[config.mk]
export PLATFORM = sky130hd
export DESIGN_NAME = player_ctrl
export DESIGN_NICKNAME = d
export VERILOG_FILES = /design/src/rtl/game_pkg.sv /design/src/rtl/btn_sync.sv /design/src/rtl/player_ctrl.sv
export SDC_FILE = /design/constraint.sdc
export NUM_CORES = 1
export LEC_CHECK = 0
export CAP_MARGIN = 40
export CORE_ASPECT_RATIO = 0.6
export CORE_MARGIN = 3
export CORE_UTILIZATION = 50
export CTS_CLUSTER_DIAMETER = 80
export DETAILED_ROUTE_END_ITERATION = 16
export PLACE_DENSITY = 0.88
export SYNTH_ARGS = -nofsm -noshare
export SYNTH_HDL_FRONTEND = slang
export SYNTH_SLANG_ARGS = --single-unit
[constraint.sdc]
create_clock -name clk -period 2.4 [get_ports clk]
set_input_delay 0.36 -clock clk [delete_from_list [all_inputs] [get_ports clk]]
set_output_delay 0.36 -clock clk [all_outputs]
set_load 0.005 [all_outputs]
[src/rtl/game_pkg.sv]
// Shared game constants: sprite state codes (also the renderer's sprite select)
// and screen/sprite geometry.
package game_pkg;

  localparam logic [3:0] S_IDLE         = 4'd0;
  localparam logic [3:0] S_FORWARD      = 4'd1;
  localparam logic [3:0] S_BACKWARD     = 4'd2;
  localparam logic [3:0] S_ATTACK_START = 4'd3;
  localparam logic [3:0] S_ATTACK_END   = 4'd4;
  localparam logic [3:0] S_ATTACK_PULL  = 4'd5;

  localparam int SCREEN_W = 640;
  localparam int SPRITE_W = 150;
  localparam int SPRITE_H = 157;

endpackage

[src/rtl/btn_sync.sv]
// Two-flop synchronizer for an asynchronous button level, plus a rising-edge
// pulse derived from the synchronized level.
module btn_sync (
  input  logic clk,
  input  logic rst,
  input  logic din,
  output logic level,
  output logic rise
);

  logic meta;
  logic sync;
  logic prev;

  always_ff @(posedge clk or posedge rst) begin
    if (rst) begin
      meta <= 1'b0;
      sync <= 1'b0;
      prev <= 1'b0;
    end else begin
      meta <= din;
      sync <= meta;
      prev <= sync;
    end
  end

  assign level = sync;
  assign rise  = sync & ~prev;

endmodule

[src/rtl/player_ctrl.sv]
// Per-player action/position controller feeding the sprite renderer; every
// output update happens on the vblank frame_tick only.
module player_ctrl #(
  parameter bit         FACING_RIGHT = 1'b1,
  parameter logic [9:0] X_INIT       = 10'd40,
  parameter logic [9:0] Y_POS        = 10'd300,
  parameter logic [9:0] X_MIN        = 10'd0,
  parameter logic [9:0] X_MAX        = 10'd490,
  parameter logic [3:0] FWD_SPEED    = 4'd3,
  parameter logic [3:0] BWD_SPEED    = 4'd2,
  parameter logic [4:0] START_FRAMES = 5'd6,
  parameter logic [4:0] END_FRAMES   = 5'd4,
  parameter logic [4:0] PULL_FRAMES  = 5'd8
) (
  input  logic       clk,
  input  logic       rst,
  input  logic       frame_tick,
  input  logic       btn_fwd,
  input  logic       btn_bwd,
  input  logic       btn_attack,
  output logic [3:0] state,
  output logic [9:0] posx,
  output logic [9:0] posy,
  output logic       hit_active,
  output logic       busy
);
  import game_pkg::*;

  if (FWD_SPEED == 4'd0 || BWD_SPEED == 4'd0 || START_FRAMES == 5'd0 ||
      END_FRAMES == 5'd0 || PULL_FRAMES == 5'd0) begin : g_param_check
    $error("player_ctrl: speed and frame-count parameters must be nonzero");
  end

  // Signed per-frame steps; the sign follows the player's facing direction.
  localparam logic signed [10:0] FWD_MAG = $signed({7'd0, FWD_SPEED});
  localparam logic signed [10:0] BWD_MAG = $signed({7'd0, BWD_SPEED});
  localparam logic signed [10:0] FWD_D   = FACING_RIGHT ? FWD_MAG : -FWD_MAG;
  localparam logic signed [10:0] BWD_D   = FACING_RIGHT ? -BWD_MAG : BWD_MAG;

  function automatic logic [9:0] step_x(input logic [9:0] x, input logic signed [10:0] d);
    logic signed [10:0] sum;
    sum = $signed({1'b0, x}) + d;
    if (sum < $signed({1'b0, X_MIN})) return X_MIN;
    if (sum > $signed({1'b0, X_MAX})) return X_MAX;
    return sum[9:0];
  endfunction

  logic fwd;
  logic bwd;
  logic atk_rise;
  logic unused_fwd_rise;
  logic unused_bwd_rise;
  logic unused_atk_level;
  logic atk_req;
  logic [4:0] cnt;
  logic movable;

  btn_sync u_sync_fwd (.clk(clk), .rst(rst), .din(btn_fwd), .level(fwd), .rise(unused_fwd_rise));
  btn_sync u_sync_bwd (.clk(clk), .rst(rst), .din(btn_bwd), .level(bwd), .rise(unused_bwd_rise));
  btn_sync u_sync_atk (.clk(clk), .rst(rst), .din(btn_attack), .level(unused_atk_level),
                       .rise(atk_rise));

  assign movable = (state == S_IDLE) || (state == S_FORWARD) || (state == S_BACKWARD);
  assign posy    = Y_POS;

  // Attack request: latched on a press, consumed by the next tick that can act on it.
  always_ff @(posedge clk or posedge rst) begin
    if (rst)                        atk_req <= 1'b0;
    else if (atk_rise)              atk_req <= 1'b1;
    else if (frame_tick && movable) atk_req <= 1'b0;
  end

  always_ff @(posedge clk or posedge rst) begin
    if (rst) begin
      state      <= S_IDLE;
      posx       <= X_INIT;
      cnt        <= 5'd0;
      hit_active <= 1'b0;
      busy       <= 1'b0;
    end else if (frame_tick) begin
      case (state)
        S_IDLE, S_FORWARD, S_BACKWARD: begin
          if (atk_req) begin
            state <= S_ATTACK_START;
            cnt   <= START_FRAMES - 5'd1;
            busy  <= 1'b1;
          end else if (fwd && !bwd) begin
            state <= S_FORWARD;
            posx  <= step_x(posx, FWD_D);
          end else if (bwd && !fwd) begin
            state <= S_BACKWARD;
            posx  <= step_x(posx, BWD_D);
          end else begin
            state <= S_IDLE;
          end
        end
        S_ATTACK_START: begin
          if (cnt != 5'd0) cnt <= cnt - 5'd1;
          else begin
            state      <= S_ATTACK_END;
            cnt        <= END_FRAMES - 5'd1;
            hit_active <= 1'b1;
          end
        end
        S_ATTACK_END: begin
          if (cnt != 5'd0) cnt <= cnt - 5'd1;
          else begin
            state      <= S_ATTACK_PULL;
            cnt        <= PULL_FRAMES - 5'd1;
            hit_active <= 1'b0;
          end
        end
        S_ATTACK_PULL: begin
          if (cnt != 5'd0) cnt <= cnt - 5'd1;
          else begin
            state <= S_IDLE;
            busy  <= 1'b0;
          end
        end
        default: begin
          state      <= S_IDLE;
          hit_active <= 1'b0;
          busy       <= 1'b0;
        end
      endcase
    end
  end

endmodule
---- After elaboration in Yosys (flattened, before gate mapping) ----
Cells that the tools add are included.
storage, ports and cells
  memories kept ........................... 0
  flip-flop bits (word level) ............. 29
  output and inout bits ................... 26
  input bits .............................. 6
  word-level logic and storage cells ...... 108
  bits in latches ......................... 0
  memory bits (read-only) ................. 0
  memory bits (writable) .................. 0
operators by class
  $add $sub $neg .......................... 3
  magnitude comparators ................... 4
  shifts and indexed selects .............. 0
  reduce and logical (&&, ||, !) cells .... 20
  muxes and demuxes ....................... 53
  equal/unequal tests ..................... 10
  bitwise gates (word level) .............. 5
  multipliers ............................. 0
  divide/modulo/power cells ............... 0
operator list
  cell                                                  number
  two-way mux 10 bit                                    10
  two-way mux 1 bit                                     29
  > comparator 11 x 10 -> 1 bit, second input constant  2
  < comparator 11 x 1 -> 1 bit, second input constant   2
  two-way mux 5 bit                                     4
  case mux 5 bit (4 select lines)                       1
  AND reduction 4 bit                                   5
  case mux 4 bit (4 select lines)                       1
  two-way mux 4 bit                                     3
  adder 10 x 2 -> 11 bit, second input constant         1
  adder 11 x 2 -> 11 bit, second input constant         1
  inequality test 2 bit, second input constant          5
  == test 4 x 2 -> 1 bit, second input constant         2
  == test 4 x 3 -> 1 bit, second input constant         2
  two-way mux 2 bit                                     3
  case mux 1 bit (3 select lines)                       2
  nonzero test 5 bit                                    1
  subtractor 5 x 1 -> 5 bit, second input constant      1
  == test 4 x 1 -> 1 bit, second input constant         1
  logical NOT 4 bit                                     1
  NOT 1 bit                                             4
  nonzero test 2 bit                                    2
  nonzero test 4 bit                                    1
  OR reduction 4 bit                                    1
  6 further kinds                                       10

---- Logic depth before layout (Yosys ltp) ----
Gate-level depths: netlist of the first run.
  depth after elaboration ................. 18
  mapped depth ............................ 9
  gate-level depth less buffers ........... 8

---- Modules after synthesis ----
A second synthesis of the first run with hierarchy kept.
unflattened totals
  cell total of the unflattened synthesis .. 257
  area total of the unflattened synthesis .. 2179.6 um2
modules (own cells, without submodules)
  module       instances  cells each  seq. area each (um2)  area an instance (um2)
  player_ctrl  1          242         528.0                 1901.8
  btn_sync     3          5           75.1                  92.6

---- Worst setup path after synthesis of the first run ----
No wires, ideal clock.
  path kind ............................... register to register
  start ................................... register posx[1]
  end ..................................... register posx[0]
  path slack .............................. 0.002 ns
  data arrival time ....................... 2.241 ns
  cell stages (with the launch flop) ...... 9
  data required time ...................... 2.243 ns
  library setup time ...................... 0.157 ns
  period minus slack after synthesis ...... 2.398 ns
  buffers on the path ..................... 0
  cells stage by stage .................... dfrtp_1 > inv_1 > ha_1 > nand3b_2 > or3_1 > a221o_1 > o21a_1 > a21oi_1 > a31oi_1
between the ends
  longest elaborated chain between the ends .. 13
  elaborated cells on any way between the ends .. 38
  classes of those cells .................. add/sub (2); order compare (4); mux (32)
RTL lines
  element                          line               text
  start: declaration               player_ctrl.sv:22  output logic [9:0] posx,
  start signal: assignment         player_ctrl.sv:89  posx <= step_x(posx, FWD_D);
  start signal: assignment         player_ctrl.sv:92  posx <= step_x(posx, BWD_D);
  adder 11 x 2 -> 11 bit           player_ctrl.sv:42  sum = $signed({1'b0, x}) + d;
  > comparator 11 x 10 -> 1 bit    player_ctrl.sv:44  if (sum > $signed({1'b0, X_MAX})) return X_MAX;
  two-way mux 1 bit (2 in series)  player_ctrl.sv:44
  two-way mux 1 bit                player_ctrl.sv:90  end else if (bwd && !fwd) begin
  two-way mux 1 bit                player_ctrl.sv:87  end else if (fwd && !bwd) begin
  two-way mux 1 bit                player_ctrl.sv:83  if (atk_req) begin
  two-way mux 1 bit                player_ctrl.sv:81  case (state)
  two-way mux 1 bit                player_ctrl.sv:80  end else if (frame_tick) begin
  two-way mux 10 bit               player_ctrl.sv:45  return sum[9:0];
  two-way mux 10 bit               player_ctrl.sv:44
  two-way mux 10 bit               player_ctrl.sv:90
  two-way mux 10 bit *             player_ctrl.sv:87
Every way passes the cells marked *; elsewhere a longest branch is shown, timed or not. The select of a mux whose other input is x is not followed.
A chain may end at the register's enable or synchronous reset.

---- Worst setup path in the final report of the first run ----
  start ................................... register posx[2]
  end ..................................... register posx[8]
The elaborated chain is that of the path after synthesis.

==> impl_results.html, run 1 <==
<table>
<tr><th>Metric</th><th>Value</th></tr>
<tr><th colspan="2">Die</th></tr>
<tr><td>Number of top-level design ports</td><td>32</td></tr>
<tr><td>Die outline height</td><td>between 50 and 60 um</td></tr>
<tr><td>Starting density of the core</td><td>between 50 and 60%</td></tr>
<tr><td>Die X</td><td>92.0 um</td></tr>
<tr><td>Die area</td><td>0.00530 mm^2</td></tr>
<tr><td>Area of the core region</td><td>around 0.0042 mm^2</td></tr>
<tr><td>Count of standard-cell rows</td><td>18</td></tr>
<tr><th colspan="2">Yosys</th></tr>
<tr><td>Number of synthesized flops with an enable pin</td><td>0</td></tr>
<tr><td>Synth Area in XOR/XNOR</td><td>4.35%</td></tr>
<tr><td>Proportion of netlist area held by the largest area contributor</td><td>29.3%</td></tr>
<tr><td>Most area-hungry cell type in the Yosys netlist</td><td>dfrtp_1</td></tr>
<tr><td>Count of distinct cell types in the synthesized netlist</td><td>58</td></tr>
<tr><td>Proportion of synthesized flip-flops having asynchronous set or reset</td><td>100%</td></tr>
<tr><td>Leading cell types by total area after synthesis</td><td>dfrtp_1, ha_1, o21ai_0</td></tr>
<tr><td>Gate count after technology mapping</td><td>268</td></tr>
<tr><td>Area share of fa/ha/maj cells after synthesis</td><td>5.64%</td></tr>
<tr><td>Syn Area/Cell</td><td>roughly 8.3 um^2</td></tr>
<tr><td>Warnings from Yosys</td><td>0</td></tr>
<tr><td>Number of flip-flops and latches in the synthesized netlist</td><td>28</td></tr>
<tr><td>Simple-gate area share of the yosys netlist</td><td>21.7%</td></tr>
<tr><td>Sequential element share of the synthesized area</td><td>31.7%</td></tr>
<tr><td>Synth Area in Compound Gates</td><td>26.0%</td></tr>
<tr><td>Portion of netlist area occupied by mux cells</td><td>0.903%</td></tr>
<tr><td>Prevailing post-synth register cell</td><td>dfrtp_1</td></tr>
<tr><td>Mapped cell area</td><td>0.00222 mm^2</td></tr>
<tr><td>Combinational family with the most area after synthesis</td><td>compound AO/OA/AOI/OAI gates</td></tr>
<tr><td>Top cells by count, synth</td><td>dfrtp_1, nand2_1, nor2_1</td></tr>
<tr><td>Most instantiated library cell after synthesis</td><td>dfrtp_1</td></tr>
<tr><th colspan="2">Critical path</th></tr>
<tr><td>Critical-path maximum fanout</td><td>6</td></tr>
<tr><td>Peak per-stage delay on the critical path</td><td>400 ps</td></tr>
<tr><td>Worst path buffer plus inverter count</td><td>2</td></tr>
<tr><td>Family with the most delay on the worst path</td><td>compound AO/OA/AOI/OAI gates</td></tr>
<tr><td>Crit Reg-Reg Endpoint</td><td>posx[8]$_DFFE_PP0P_</td></tr>
<tr><td>Critical path endpoint category</td><td>flip-flop</td></tr>
<tr><td>Worst R2R Setup Slack</td><td>roughly 140 ps</td></tr>
<tr><td>Ordered list of cells on the worst path</td><td>buf_4 &gt; ha_1 &gt; a21oi_1 &gt; buf_4 &gt; or3_1 &gt; a221o_1 &gt; o21a_1 &gt; a21oi_2 &gt; o32a_1</td></tr>
<tr><td>Start of the worst register-to-register path</td><td>posx[2]$_DFFE_PP0P_</td></tr>
<tr><td>Cell with the largest stage delay on the worst path</td><td>dfrtp_1</td></tr>
<tr><td>Kind of launch point of the worst setup path</td><td>flip-flop</td></tr>
<tr><td>Required time reported for the critical path endpoint</td><td>2630 ps</td></tr>
<tr><td>Worst r2r path cells</td><td>9</td></tr>
<tr><td>Cell type with the highest occurrence count on the critical path</td><td>buf_4</td></tr>
<tr><td>CP Class</td><td>reg -&gt; reg</td></tr>
<tr><td>Data arrival time of the critical path</td><td>2490 ps</td></tr>
<tr><th colspan="2">Min path</th></tr>
<tr><td>Hold Path Cell Cnt</td><td>0</td></tr>
<tr><td>Hold endpoint</td><td>u_sync_fwd.level$_DFF_PP0_</td></tr>
<tr><td>Launch instance of the worst min-delay path</td><td>u_sync_fwd.meta$_DFF_PP0_</td></tr>
<tr><td>Hold Crit Class</td><td>reg -&gt; reg</td></tr>
<tr><th colspan="2">STA</th></tr>
<tr><td>Total count of max-transition violations in the final report</td><td>0</td></tr>
<tr><td>Setup repair after global routing missed its margin</td><td>false</td></tr>
<tr><td>Tcrit/Tclk final</td><td>94.1%</td></tr>
<tr><td>Largest clock skew in the final design</td><td>5.00 ps</td></tr>
<tr><td>Achievable clock frequency</td><td>about 0.44 GHz</td></tr>
<tr><td>Final setup violation count</td><td>0</td></tr>
<tr><td>Final count of hold timing violations</td><td>0</td></tr>
<tr><td>Sum Neg Setup Slack</td><td>0 ps</td></tr>
<tr><td>Clock period minus worst slack</td><td>2260 ps</td></tr>
<tr><td>Actual transition at the worst max-transition pin</td><td>529 ps</td></tr>
<tr><td>Worst-case headroom to the max-slew limit</td><td>64.6%</td></tr>
<tr><th colspan="2">Clock network</th></tr>
<tr><td>Inserted Clock Buffers</td><td>3</td></tr>
<tr><td>CTS tree</td><td>done</td></tr>
<tr><td>Number of buffers on the longest clock path</td><td>2</td></tr>
<tr><td>Clock slew at the register clock pins of the worst setup and hold paths</td><td>100 ps</td></tr>
<tr><td>Clk Tree Root Cell</td><td>clkbuf_8</td></tr>
<tr><td>Number of setup buffers added after CTS</td><td>0</td></tr>
<tr><td>Deepest level of the CTS H-tree</td><td>1</td></tr>
<tr><td>Clock Latency Late Sink</td><td>280 ps</td></tr>
<tr><td>Number of sinks driven by the clock tree</td><td>28</td></tr>
<tr><th colspan="2">Global route</th></tr>
<tr><td>First-pass GRT wire length</td><td>9.47 mm</td></tr>
<tr><td>Global router's overall resource usage</td><td>between 20 and 25%</td></tr>
<tr><td>Vias in the first global route</td><td>just under 2000</td></tr>
<tr><td>Antenna violations before repair</td><td>0</td></tr>
<tr><td>Pin count of the biggest net entering global routing</td><td>29</td></tr>
<tr><td>GR Overflow Total</td><td>0</td></tr>
<tr><th colspan="2">Flow run</th></tr>
<tr><td>Number of maximum-capacitance violations</td><td>0</td></tr>
<tr><th colspan="2">Cells and area</th></tr>
<tr><td>Cell Count, Final, Fillers Out</td><td>~360</td></tr>
<tr><td>Number of diodes added for antenna fixing</td><td>0</td></tr>
<tr><td>Number of nets in the final layout</td><td>approximately 320</td></tr>
<tr><td>Area of all placed cells without fillers</td><td>0.00269 mm^2</td></tr>
<tr><td>Layout filler cell count</td><td>between 300 and 400</td></tr>
<tr><td>Area overhead of the layout relative to synthesis</td><td>21.1%</td></tr>
<tr><td>Share of final-layout standard cells stronger than drive strength 1</td><td>16.1%</td></tr>
<tr><th colspan="2">Drt</th></tr>
<tr><td>Via-per-instance ratio</td><td>6.10</td></tr>
<tr><td>Detailed-route via count</td><td>2222</td></tr>
<tr><td>Length of the first detailed-routing pass in iterations</td><td>5</td></tr>
<tr><td>Residual DRC count</td><td>0</td></tr>
<tr><td>Initial DRC count</td><td>just under 300</td></tr>
<tr><td>Final routed wirelength across all metal layers</td><td>5.92 mm</td></tr>
<tr><td>Antenna viol nets, final</td><td>0</td></tr>
<tr><td>Average routed wire per standard cell</td><td>16.3 um</td></tr>
<tr><th colspan="2">Place</th></tr>
<tr><td>Cell count after placement</td><td>360</td></tr>
<tr><td>Count of buffers inserted at the top-level ports</td><td>20</td></tr>
<tr><td>Instance area after placement</td><td>0.00260 mm^2</td></tr>
<tr><td>Final HPWL from detailed placement</td><td>approximately 4.6 mm</td></tr>
<tr><td>Final Wtd Congestion</td><td>1.02</td></tr>
<tr><th colspan="2">Outcome</th></tr>
<tr><td>Result of the run</td><td>finished clean</td></tr>
<tr><th colspan="2">Power</th></tr>
<tr><td>Power density over the cells</td><td>1220 mW/mm^2</td></tr>
<tr><td>Maximum vdd ir drop</td><td>0.000780 V</td></tr>
<tr><td>Static leakage power</td><td>1.09 nW</td></tr>
</table>
==> logic make-up (layout without fill, tap and decap cells) <==
logic type      after synthesis  count (layout)
compound gates               82              82
xor+xnor                     11              11
fa+ha+maj                    10              10
buf+inv                      43              70
flops                        28              28
mux                           2               2
other cells                   2              11
simple gates                 90              90
==> layer usage <==
metal	part of all wire [%]	global-route usage (%)
met3	13	6.98
met4	0.95	6.98
met2	40	32.4
met5	0	0
met1	47	33.9
==> metrics by stage <==
stage,hold slack [ps],worst slack (ps),utilization (%),total power [W]
final,358,141,64.1,0.00328
after global routing,365,0.226,64.1,0.00350
after CTS,359,79.1,63.9,0.00321
after detailed placement,336,54.4,62.2,0.00282
after global placement,335,159,62.2,0.00278
after floorplan,331,1.69,-,0.00207
==> worst reg2reg max path, stage by stage, from the launching register on <==
cell and delay [ps]:
dfrtp_1 400, buf_4 150, ha_1 140, a21oi_1 60, buf_4 160, or3_1 340, a221o_1 380, o21a_1 270
a21oi_2 140, o32a_1 170
==> where the power goes <==
group / switching [W] / leakage [nW] / internal, W
logic: 0.00110 / 0.726 / 0.000960
registers: 0.000220 / 0.330 / 0.000629
clock network: 0.000153 / 0.0357 / 0.000224
==> sequential cells by signal, summed over array words and instances (netlist names) <==
name and cells:
u_sync_bwd.meta 1, busy 1, u_sync_atk.meta 1, u_sync_fwd.level 1, state 3, u_sync_bwd.level 1, cnt 5, u_sync_fwd.meta 1
u_sync_atk.prev 1, atk_req 1, hit_active 1, u_sync_atk.level 1, posx 10
==> placed cells by master, fill, tap and decap left out, types with 10 or more instances in the layout <==
cell type and count:
a21oi_1 10, buf_4 30, clkdlybuf4s50_1 20, conb_1 11, dfrtp_1 26, inv_1 15
nand2_1 24, nor2_1 20, o21ai_0 18
==> final cells by class <==
| type | instances | area (um^2) | area share (%) |
|---|---|---|---|
| flip-flops and latches | 28 | 703 | 26.2 |
| multi-input cells | 206 | 1350 | 50.3 |
| clock buffers | 3 | 41.3 | 1.54 |
| repair buffers | 50 | 425 | 15.8 |
| clock inverters | 1 | 30.0 | 1.12 |
| inverters | 16 | 60.1 | 2.24 |
| well taps | 60 | 75.1 | 2.80 |
==> repair_timing <==
action	4_1_cts	5_1_grt
gates resized for setup	0	4
endpoints found under the setup margin	0	7
hold buffers	0	0
==> worst max path at each step <==
stage | startpoint | to | depth (start not counted)
global route | posx[1]$_DFFE_PP0P_ | posx[5]$_DFFE_PP1P_ | 9
finish | posx[2]$_DFFE_PP0P_ | posx[8]$_DFFE_PP0P_ | 9
global placement | frame_tick | posx[8]$_DFFE_PP0P_ | 5
floorplan | posx[1]$_DFFE_PP0P_ | posx[0]$_DFFE_PP0P_ | 8
detailed placement | frame_tick | posx[2]$_DFFE_PP0P_ | 7
CTS | posx[1]$_DFFE_PP0P_ | posx[1]$_DFFE_PP0P_ | 8
Note: power is estimated with default switching activity, not from simulation.
==> run 2, diff against run 1 <==
--- a/config.mk
+++ b/config.mk
@@ -8,10 +8,11 @@
 export CAP_MARGIN = 40
 export CORE_ASPECT_RATIO = 0.6
 export CORE_MARGIN = 3
-export CORE_UTILIZATION = 50
+export CORE_UTILIZATION = 49
 export CTS_CLUSTER_DIAMETER = 80
 export DETAILED_ROUTE_END_ITERATION = 16
-export PLACE_DENSITY = 0.88
+export PLACE_DENSITY = 0.87
 export SYNTH_ARGS = -nofsm -noshare
 export SYNTH_HDL_FRONTEND = slang
+export SYNTH_HIERARCHICAL = 1
 export SYNTH_SLANG_ARGS = --single-unit
==> run 2 against run 1 <==
  * Highest routed layer unchanged
  * Clock power barely moved
  * Critical path type unchanged
  * Critical endpoint is now posx[3]$_DFFE_PP1P_
  * Setup slack worse by 24 ps
  * Maximum frequency fell by 1.1%
  * Global-route usage shrank 0.50 points
==> impl_results.html, run 2 <==
<table>
<tr><th>Metric</th><th>Value</th></tr>
<tr><th colspan="2">Outcome</th></tr>
<tr><td>Result of the run</td><td>finished clean</td></tr>
<tr><th colspan="2">Global route</th></tr>
<tr><td>Global-route track usage on met2</td><td>31.1% (-1.3 points)</td></tr>
<tr><td>Vias in the first global route</td><td>1860 (-4.4%)</td></tr>
<tr><td>Global routing met3 resource utilization</td><td>8.17% (+1.2 points)</td></tr>
<tr><td>Pin count of the biggest net entering global routing</td><td>22 (-24%)</td></tr>
<tr><td>GR Overflow Total</td><td>0 (unchanged)</td></tr>
<tr><td>Global router's overall resource usage</td><td>22.5% (-0.50 points)</td></tr>
<tr><td>Peak-usage layer in the global routing report</td><td>met1</td></tr>
<tr><td>Grt met1 use</td><td>33.7% (-0.17 points)</td></tr>
<tr><td>Antenna violations before repair</td><td>0 (unchanged)</td></tr>
<tr><td>First-pass GRT wire length</td><td>9.40 mm (-0.65%)</td></tr>
<tr><th colspan="2">Drt</th></tr>
<tr><td>Detailed-route via count</td><td>2067 (-7.0%)</td></tr>
<tr><td>Length of the first detailed-routing pass in iterations</td><td>6 (+1)</td></tr>
<tr><td>Final routed wirelength across all metal layers</td><td>5.79 mm (-2.2%)</td></tr>
<tr><td>Initial DRC count</td><td>256 (-11%)</td></tr>
<tr><td>Antenna viol nets, final</td><td>0 (unchanged)</td></tr>
<tr><td>Average routed wire per standard cell</td><td>16.9 um (+3.7%)</td></tr>
<tr><td>Via-per-instance ratio</td><td>6.03 (-1.3%)</td></tr>
<tr><td>Residual DRC count</td><td>0 (unchanged)</td></tr>
<tr><th colspan="2">Power</th></tr>
<tr><td>Maximum vdd ir drop</td><td>0.000414 V (-47%)</td></tr>
<tr><td>Static leakage power</td><td>1.10 nW (+0.51%)</td></tr>
<tr><td>Overall power after layout</td><td>0.00245 W (-25%)</td></tr>
<tr><td>Power density over the cells</td><td>974 mW/mm^2 (-20%)</td></tr>
<tr><th colspan="2">Cells and area</th></tr>
<tr><td>Number of flip-flops under the largest register name</td><td>10 (unchanged)</td></tr>
<tr><td>Final cell utilization of the core</td><td>64.7% (+0.61 points)</td></tr>
<tr><td>Register containing the most flip-flops in the final layout</td><td>posx</td></tr>
<tr><td>Most frequent standard cell in the layout excluding fill and tap cells</td><td>nand2_1</td></tr>
<tr><td>Share of final-layout standard cells stronger than drive strength 1</td><td>14.3% (-1.8 points)</td></tr>
<tr><td>Number of diodes added for antenna fixing</td><td>0 (unchanged)</td></tr>
<tr><td>Commonest non-fill, non-tap cells in the layout</td><td>nand2_1, dfrtp_1, buf_4</td></tr>
<tr><td>Largest registers in the final layout</td><td>posx (10), cnt (5), state (3)</td></tr>
<tr><td>Number of nets in the final layout</td><td>303 (-5.6%)</td></tr>
<tr><td>Area overhead of the layout relative to synthesis</td><td>19.8%</td></tr>
<tr><th colspan="2">Critical path</th></tr>
<tr><td>Start of the worst register-to-register path</td><td>posx[2]$_DFFE_PP0P_</td></tr>
<tr><td>Required time reported for the critical path endpoint</td><td>2580 ps (-50 ps)</td></tr>
<tr><td>Peak per-stage delay on the critical path</td><td>510 ps (+110 ps)</td></tr>
<tr><td>Critical-path maximum fanout</td><td>9 (+3)</td></tr>
<tr><td>Cell with the largest stage delay on the worst path</td><td>dfrtp_1</td></tr>
<tr><td>Worst r2r path cells</td><td>9 (unchanged)</td></tr>
<tr><td>Kind of launch point of the worst setup path</td><td>flip-flop</td></tr>
<tr><td>Ordered list of cells on the worst path</td><td>inv_1 &gt; ha_2 &gt; nor3b_1 &gt; buf_4 &gt; nor3_1 &gt; a21oi_2 &gt; a31o_1 &gt; a21o_1 &gt; o211ai_1</td></tr>
<tr><td>Crit Reg-Reg Endpoint</td><td>posx[3]$_DFFE_PP1P_</td></tr>
<tr><td>Worst R2R Setup Slack</td><td>120 ps (-20 ps)</td></tr>
<tr><td>Critical path endpoint category</td><td>flip-flop</td></tr>
<tr><td>CP Class</td><td>reg -&gt; reg</td></tr>
<tr><td>Data arrival time of the critical path</td><td>2470 ps (-20 ps)</td></tr>
<tr><td>Endpoint of the worst setup timing path</td><td>posx[3]$_DFFE_PP1P_</td></tr>
<tr><td>Beginning of the critical path</td><td>posx[2]$_DFFE_PP0P_</td></tr>
<tr><th colspan="2">STA</th></tr>
<tr><td>Largest clock skew in the final design</td><td>5.72 ps (+0.719 ps)</td></tr>
<tr><td>Worst-case headroom to the max-slew limit</td><td>59.0% (-5.6 points)</td></tr>
<tr><td>Clock period minus worst slack</td><td>2280 ps (+24.4 ps)</td></tr>
<tr><td>Tcrit/Tclk final</td><td>95.2% (+1.0 points)</td></tr>
<tr><td>Total count of max-transition violations in the final report</td><td>0 (unchanged)</td></tr>
<tr><td>Sum Neg Setup Slack</td><td>0 ps (unchanged)</td></tr>
<tr><td>Actual transition at the worst max-transition pin</td><td>607 ps (+77.5 ps)</td></tr>
<tr><td>Achievable clock frequency</td><td>0.438 GHz (-1.1%)</td></tr>
<tr><td>Worst setup slack after layout</td><td>116 ps (-24.4 ps)</td></tr>
<tr><td>Final count of hold timing violations</td><td>0 (unchanged)</td></tr>
<tr><td>Final setup violation count</td><td>0 (unchanged)</td></tr>
<tr><th colspan="2">Die</th></tr>
<tr><td>Die area</td><td>0.00514 mm^2 (-3.0%)</td></tr>
<tr><td>Number of top-level design ports</td><td>32 (unchanged)</td></tr>
<tr><td>Starting density of the core</td><td>54.0% (+1.1 points)</td></tr>
<tr><td>Area of the core region</td><td>0.00389 mm^2 (-7.1%)</td></tr>
<tr><td>Die outline height</td><td>56.7 um (-1.5%)</td></tr>
<tr><td>Die X</td><td>90.6 um (-1.5%)</td></tr>
<tr><td>Count of standard-cell rows</td><td>17 (-1)</td></tr>
<tr><th colspan="2">Clock network</th></tr>
<tr><td>Number of hold buffers added after cts</td><td>0 (unchanged)</td></tr>
<tr><td>Clock slew at the register clock pins of the worst setup and hold paths</td><td>90 ps (about the same)</td></tr>
<tr><td>Clk Tree Root Cell</td><td>clkbuf_8</td></tr>
<tr><td>Clock Latency Late Sink</td><td>280 ps (about the same)</td></tr>
<tr><td>CTS tree</td><td>done</td></tr>
<tr><td>Deepest level of the CTS H-tree</td><td>1 (unchanged)</td></tr>
<tr><td>Number of buffers on the longest clock path</td><td>2 (unchanged)</td></tr>
<tr><td>Inserted Clock Buffers</td><td>3 (unchanged)</td></tr>
<tr><td>Number of instances resized during post-cts repair</td><td>0 (unchanged)</td></tr>
<tr><td>Number of sinks driven by the clock tree</td><td>28 (unchanged)</td></tr>
<tr><td>Number of setup buffers added after CTS</td><td>0 (unchanged)</td></tr>
<tr><th colspan="2">Yosys</th></tr>
<tr><td>Gate count after technology mapping</td><td>253 (-5.6%)</td></tr>
<tr><td>Mapped cell area</td><td>0.00210 mm^2 (-5.2%)</td></tr>
<tr><td>Syn Area/Cell</td><td>8.31 um^2 (+0.43%)</td></tr>
<tr><td>Warnings from Yosys</td><td>6 (+6)</td></tr>
<tr><th colspan="2">Place</th></tr>
<tr><td>Final Wtd Congestion</td><td>0.981 (-3.5%)</td></tr>
<tr><td>Count of buffers inserted at the top-level ports</td><td>20 (unchanged)</td></tr>
<tr><td>Final HPWL from detailed placement</td><td>4.30 mm (-5.6%)</td></tr>
<tr><td>Setup slack at placement</td><td>107 ps (+52.2 ps)</td></tr>
<tr><th colspan="2">Flow run</th></tr>
<tr><td>Number of maximum-capacitance violations</td><td>0 (unchanged)</td></tr>
<tr><th colspan="2">Min path</th></tr>
<tr><td>Hold Crit Class</td><td>in -&gt; async</td></tr>
</table>
==> run 2: worst min-delay path by stage <==
stage,start,to,slack (ps)
2_1_floorplan,rst,u_sync_bwd/level$_DFF_PP0_,100
3_5_place_dp,u_sync_bwd/meta$_DFF_PP0_,u_sync_bwd/level$_DFF_PP0_,340
4_1_cts,rst,u_sync_bwd/meta$_DFF_PP0_,300
6_report,rst,u_sync_bwd/meta$_DFF_PP0_,300
3_3_place_gp,u_sync_bwd/meta$_DFF_PP0_,u_sync_bwd/level$_DFF_PP0_,330
5_1_grt,rst,u_sync_bwd/meta$_DFF_PP0_,340
==> run 2: routing by layer <==
metal / up-vias / wire [um]
met1: 950 / 2620
met5: - / 0
met3: 8 / 788
met2: 149 / 2330
li1: 960 / -
met4: 0 / 40
==> run 2: metrics by stage <==
step / area [um^2] / hold WS (ps) / std cells
floorplan: 2140 / 101 / 262
global placement: 2430 / 334 / 339
detailed placement: 2430 / 342 / 339
CTS: 2510 / 299 / 343
global route: 2520 / 340 / 343
finish: 2520 / 301 / 343
==> run 2: final cells by class <==
class	count	area (um^2)
fillers	309	1370
multi-input cells	199	1250
flip-flops and latches	28	703
repair buffers	43	373
well taps	57	71.3
inverters	12	45.0
clock buffers	3	41.3
clock inverters	1	30.0
==> run 2: critical path: cells and delay by family, from the launching register on <==
family                     cells  cell delay, ps
adders and majority gates      1             260
AOI/OAI and AO/OA              4             820
buffers and inverters          2             340
and+or+nand+nor                2             260
DFF                            1             510
==> run 2: report_power, final <==
group	internal (W)	total [W]	switching, W
clock	0.000223	0.000375	0.000151
combinational	0.000620	0.00134	0.000721
sequential	0.000582	0.000737	0.000156
total	0.00143	0.00245	0.00103
==> run 3, diff against run 2 <==
--- a/config.mk
+++ b/config.mk
@@ -7,11 +7,11 @@
 export LEC_CHECK = 0
 export CAP_MARGIN = 40
 export CORE_ASPECT_RATIO = 0.6
-export CORE_MARGIN = 3
 export CORE_UTILIZATION = 49
 export CTS_CLUSTER_DIAMETER = 80
 export DETAILED_ROUTE_END_ITERATION = 16
 export PLACE_DENSITY = 0.87
+export SLEW_MARGIN = 0
 export SYNTH_ARGS = -nofsm -noshare
 export SYNTH_HDL_FRONTEND = slang
 export SYNTH_HIERARCHICAL = 1
==> run 3 against run 2 <==
  * Clock skew about the same
  * Flip-flop and latch count unchanged
  * Sequential power up 2%
  * Global-route usage up 3.7 points
  * Die area down 11%
  * Register-to-register slack about the same
  * Clock-buffer cell count unchanged
  * First-iteration DRC count up 0.78%
  * Maximum frequency up 0.20%
  * Largest cell class unchanged
==> impl_results.html, run 3 (same netlist as run 2, synthesis figures left out) <==
<table>
<tr><th>Metric</th><th>Value</th></tr>
<tr><th colspan="2">STA</th></tr>
<tr><td>Final count of hold timing violations</td><td>0 (unchanged)</td></tr>
<tr><td>Total count of max-transition violations in the final report</td><td>0 (unchanged)</td></tr>
<tr><td>Tcrit/Tclk final</td><td>95.0% (-0.19 points)</td></tr>
<tr><td>Largest clock skew in the final design</td><td>5.89 ps (+0.172 ps)</td></tr>
<tr><td>Clock period minus worst slack</td><td>2280 ps (-4.64 ps)</td></tr>
<tr><td>Worst-case headroom to the max-slew limit</td><td>56.7% (-2.3 points)</td></tr>
<tr><td>Achievable clock frequency</td><td>0.439 GHz (+0.20%)</td></tr>
<tr><td>Actual transition at the worst max-transition pin</td><td>643 ps (+35.7 ps)</td></tr>
<tr><td>Worst setup slack after layout</td><td>121 ps (+4.64 ps)</td></tr>
<tr><td>Final setup violation count</td><td>0 (unchanged)</td></tr>
<tr><th colspan="2">Clock network</th></tr>
<tr><td>Deepest level of the CTS H-tree</td><td>1 (unchanged)</td></tr>
<tr><td>Clock slew at the register clock pins of the worst setup and hold paths</td><td>90 ps (about the same)</td></tr>
<tr><td>Number of hold buffers added after cts</td><td>0 (unchanged)</td></tr>
<tr><td>Number of buffers on the longest clock path</td><td>2 (unchanged)</td></tr>
<tr><td>Clock Latency Late Sink</td><td>280 ps (about the same)</td></tr>
<tr><td>Number of sinks driven by the clock tree</td><td>28 (unchanged)</td></tr>
<tr><td>CTS tree</td><td>done</td></tr>
<tr><td>Clk Tree Root Cell</td><td>clkbuf_8</td></tr>
<tr><td>Number of setup buffers added after CTS</td><td>0 (unchanged)</td></tr>
<tr><td>Inserted Clock Buffers</td><td>3 (unchanged)</td></tr>
<tr><th colspan="2">Drt</th></tr>
<tr><td>Initial DRC count</td><td>258 (+0.78%)</td></tr>
<tr><td>Average routed wire per standard cell</td><td>16.2 um (-4.0%)</td></tr>
<tr><td>Antenna viol nets, final</td><td>0 (unchanged)</td></tr>
<tr><td>Detailed-route via count</td><td>2047 (-0.97%)</td></tr>
<tr><td>Final routed wirelength across all metal layers</td><td>5.62 mm (-2.9%)</td></tr>
<tr><td>Residual DRC count</td><td>0 (unchanged)</td></tr>
<tr><td>Via-per-instance ratio</td><td>5.90 (-2.1%)</td></tr>
<tr><td>Length of the first detailed-routing pass in iterations</td><td>5 (-1)</td></tr>
<tr><th colspan="2">Cells and area</th></tr>
<tr><td>Area of all placed cells without fillers</td><td>0.00253 mm^2 (+0.40%)</td></tr>
<tr><td>Commonest non-fill, non-tap cells in the layout</td><td>nand2_1, dfrtp_1, buf_4</td></tr>
<tr><td>Largest registers in the final layout</td><td>posx (10), cnt (5), state (3)</td></tr>
<tr><td>Area overhead of the layout relative to synthesis</td><td>20.3%</td></tr>
<tr><td>Number of flip-flops under the largest register name</td><td>10 (unchanged)</td></tr>
<tr><td>Number of nets in the final layout</td><td>304 (+0.33%)</td></tr>
<tr><td>Share of final-layout standard cells stronger than drive strength 1</td><td>14.6% (+0.30 points)</td></tr>
<tr><td>Most frequent standard cell in the layout excluding fill and tap cells</td><td>nand2_1</td></tr>
<tr><td>Register containing the most flip-flops in the final layout</td><td>posx</td></tr>
<tr><td>Number of diodes added for antenna fixing</td><td>0 (unchanged)</td></tr>
<tr><td>Layout filler cell count</td><td>365 (+18%)</td></tr>
<tr><th colspan="2">Place</th></tr>
<tr><td>Final Wtd Congestion</td><td>1.04 (+6.4%)</td></tr>
<tr><td>Instance area after placement</td><td>0.00245 mm^2 (+0.46%)</td></tr>
<tr><td>Final HPWL from detailed placement</td><td>4.07 mm (-5.2%)</td></tr>
<tr><td>Setup slack at placement</td><td>143 ps (+36.8 ps)</td></tr>
<tr><td>Count of buffers inserted at the top-level ports</td><td>20 (unchanged)</td></tr>
<tr><th colspan="2">Global route</th></tr>
<tr><td>GR Overflow Total</td><td>0 (unchanged)</td></tr>
<tr><td>Pin count of the biggest net entering global routing</td><td>22 (unchanged)</td></tr>
<tr><td>Vias in the first global route</td><td>1766 (-5.1%)</td></tr>
<tr><td>First-pass GRT wire length</td><td>8.89 mm (-5.4%)</td></tr>
<tr><td>Global router's overall resource usage</td><td>26.2% (+3.7 points)</td></tr>
<tr><td>Antenna violations before repair</td><td>0 (unchanged)</td></tr>
<tr><th colspan="2">Flow run</th></tr>
<tr><td>Number of maximum-capacitance violations</td><td>0 (unchanged)</td></tr>
<tr><th colspan="2">Power</th></tr>
<tr><td>Power density over the cells</td><td>961 mW/mm^2 (-1.3%)</td></tr>
<tr><td>Maximum vdd ir drop</td><td>0.000437 V (+5.6%)</td></tr>
<tr><td>Static leakage power</td><td>1.10 nW (+0.44%)</td></tr>
<tr><td>Overall power after layout</td><td>0.00243 W (-0.95%)</td></tr>
<tr><th colspan="2">Critical path</th></tr>
<tr><td>Crit Reg-Reg Endpoint</td><td>posx[1]$_DFFE_PP0P_</td></tr>
<tr><td>Required time reported for the critical path endpoint</td><td>2570 ps (about the same)</td></tr>
<tr><td>Worst r2r path cells</td><td>8 (-1)</td></tr>
<tr><td>CP Class</td><td>reg -&gt; reg</td></tr>
<tr><td>Worst R2R Setup Slack</td><td>120 ps (about the same)</td></tr>
<tr><td>Data arrival time of the critical path</td><td>2440 ps (-30 ps)</td></tr>
<tr><td>Critical-path maximum fanout</td><td>5 (-4)</td></tr>
<tr><td>Start of the worst register-to-register path</td><td>posx[1]$_DFFE_PP0P_</td></tr>
<tr><td>Kind of launch point of the worst setup path</td><td>flip-flop</td></tr>
<tr><td>Critical path endpoint category</td><td>flip-flop</td></tr>
<tr><th colspan="2">Min path</th></tr>
<tr><td>Hold Crit Class</td><td>in -&gt; async</td></tr>
<tr><th colspan="2">Die</th></tr>
<tr><td>Starting density of the core</td><td>51.3% (-2.7 points)</td></tr>
<tr><td>Die outline height</td><td>52.7 um (-7.1%)</td></tr>
<tr><td>Area of the core region</td><td>0.00410 mm^2 (+5.3%)</td></tr>
<tr><td>Count of standard-cell rows</td><td>18 (+1)</td></tr>
<tr><td>Die area</td><td>0.00456 mm^2 (-11%)</td></tr>
<tr><td>Number of top-level design ports</td><td>32 (unchanged)</td></tr>
<tr><td>Die X</td><td>86.6 um (-4.4%)</td></tr>
<tr><th colspan="2">Outcome</th></tr>
<tr><td>Result of the run</td><td>finished clean</td></tr>
</table>
[run 3: changes by cell type in the layout (fill, tap and decap cells not counted)]
cell / change
buf_4: +1
dfrtp_1: -1
dfrtp_2: +1
ha_2: -1
ha_1: +1
[run 3: critical path, cell delays in order (launching register included)]
cell	delay, ps
dfrtp_1	400
inv_1	110
ha_1	200
nand2b_1	170
or3_1	390
o21ai_1	350
or2_2	230
a21oi_1	50
a211o_1	260
[run 3: report_power, final]
part | switching, W | internal (W) | total, W
registers | 0.000166 | 0.000583 | 0.000749
logic | 0.000702 | 0.000610 | 0.00131
clock network | 0.000146 | 0.000223 | 0.000369
[run 3: layer usage]
metal | part of all wire, % | up-vias | track usage [%]
met5 | 0 | - | 0
met4 | 1.9 | 0 | 6.67
met3 | 9.8 | 14 | 6.30
met2 | 42 | 120 | 37.6
met1 | 46 | 959 | 39.0
li1 | - | 954 | -
[run 3: metrics by stage]
step	TNS, ps	cells	hold WS, ps	util, %
detailed placement	0	343	336	59.7
floorplan	0	262	101	-
finish	0	347	304	61.7
global placement	0	343	332	59.7
CTS	0	347	304	61.4
global route	-0.322	347	314	61.7
[run 3: repair_timing]
item	CTS	global route
endpoints found under the setup margin	0	8
resized for setup	0	3
hold endpoints to repair	0	0
[run 3: layout make-up]
type	count	area (um^2)	share of cell area (%)
Multi-Input combinational cell	199	1250	49.5
Sequential cell	28	704	27.9
Timing Repair Buffer	44	380	15.0
Tap cell	60	75.1	2.97
Inverter	12	45.0	1.78
Clock buffer	3	41.3	1.63
Clock inverter	1	30.0	1.19
[run 3: worst max-delay path by stage]
stage                                   start                  end  slack, ps
after floorplan           posx[1]$_DFFE_PP0P_  posx[8]$_DFFE_PP0P_        110
after global placement    posx[1]$_DFFE_PP0P_  posx[1]$_DFFE_PP0P_        160
after detailed placement  posx[2]$_DFFE_PP0P_  posx[1]$_DFFE_PP0P_        140
after CTS                 posx[2]$_DFFE_PP0P_  posx[1]$_DFFE_PP0P_        120
after global routing      posx[1]$_DFFE_PP0P_  posx[1]$_DFFE_PP0P_       -0.3
final                     posx[1]$_DFFE_PP0P_  posx[1]$_DFFE_PP0P_        120
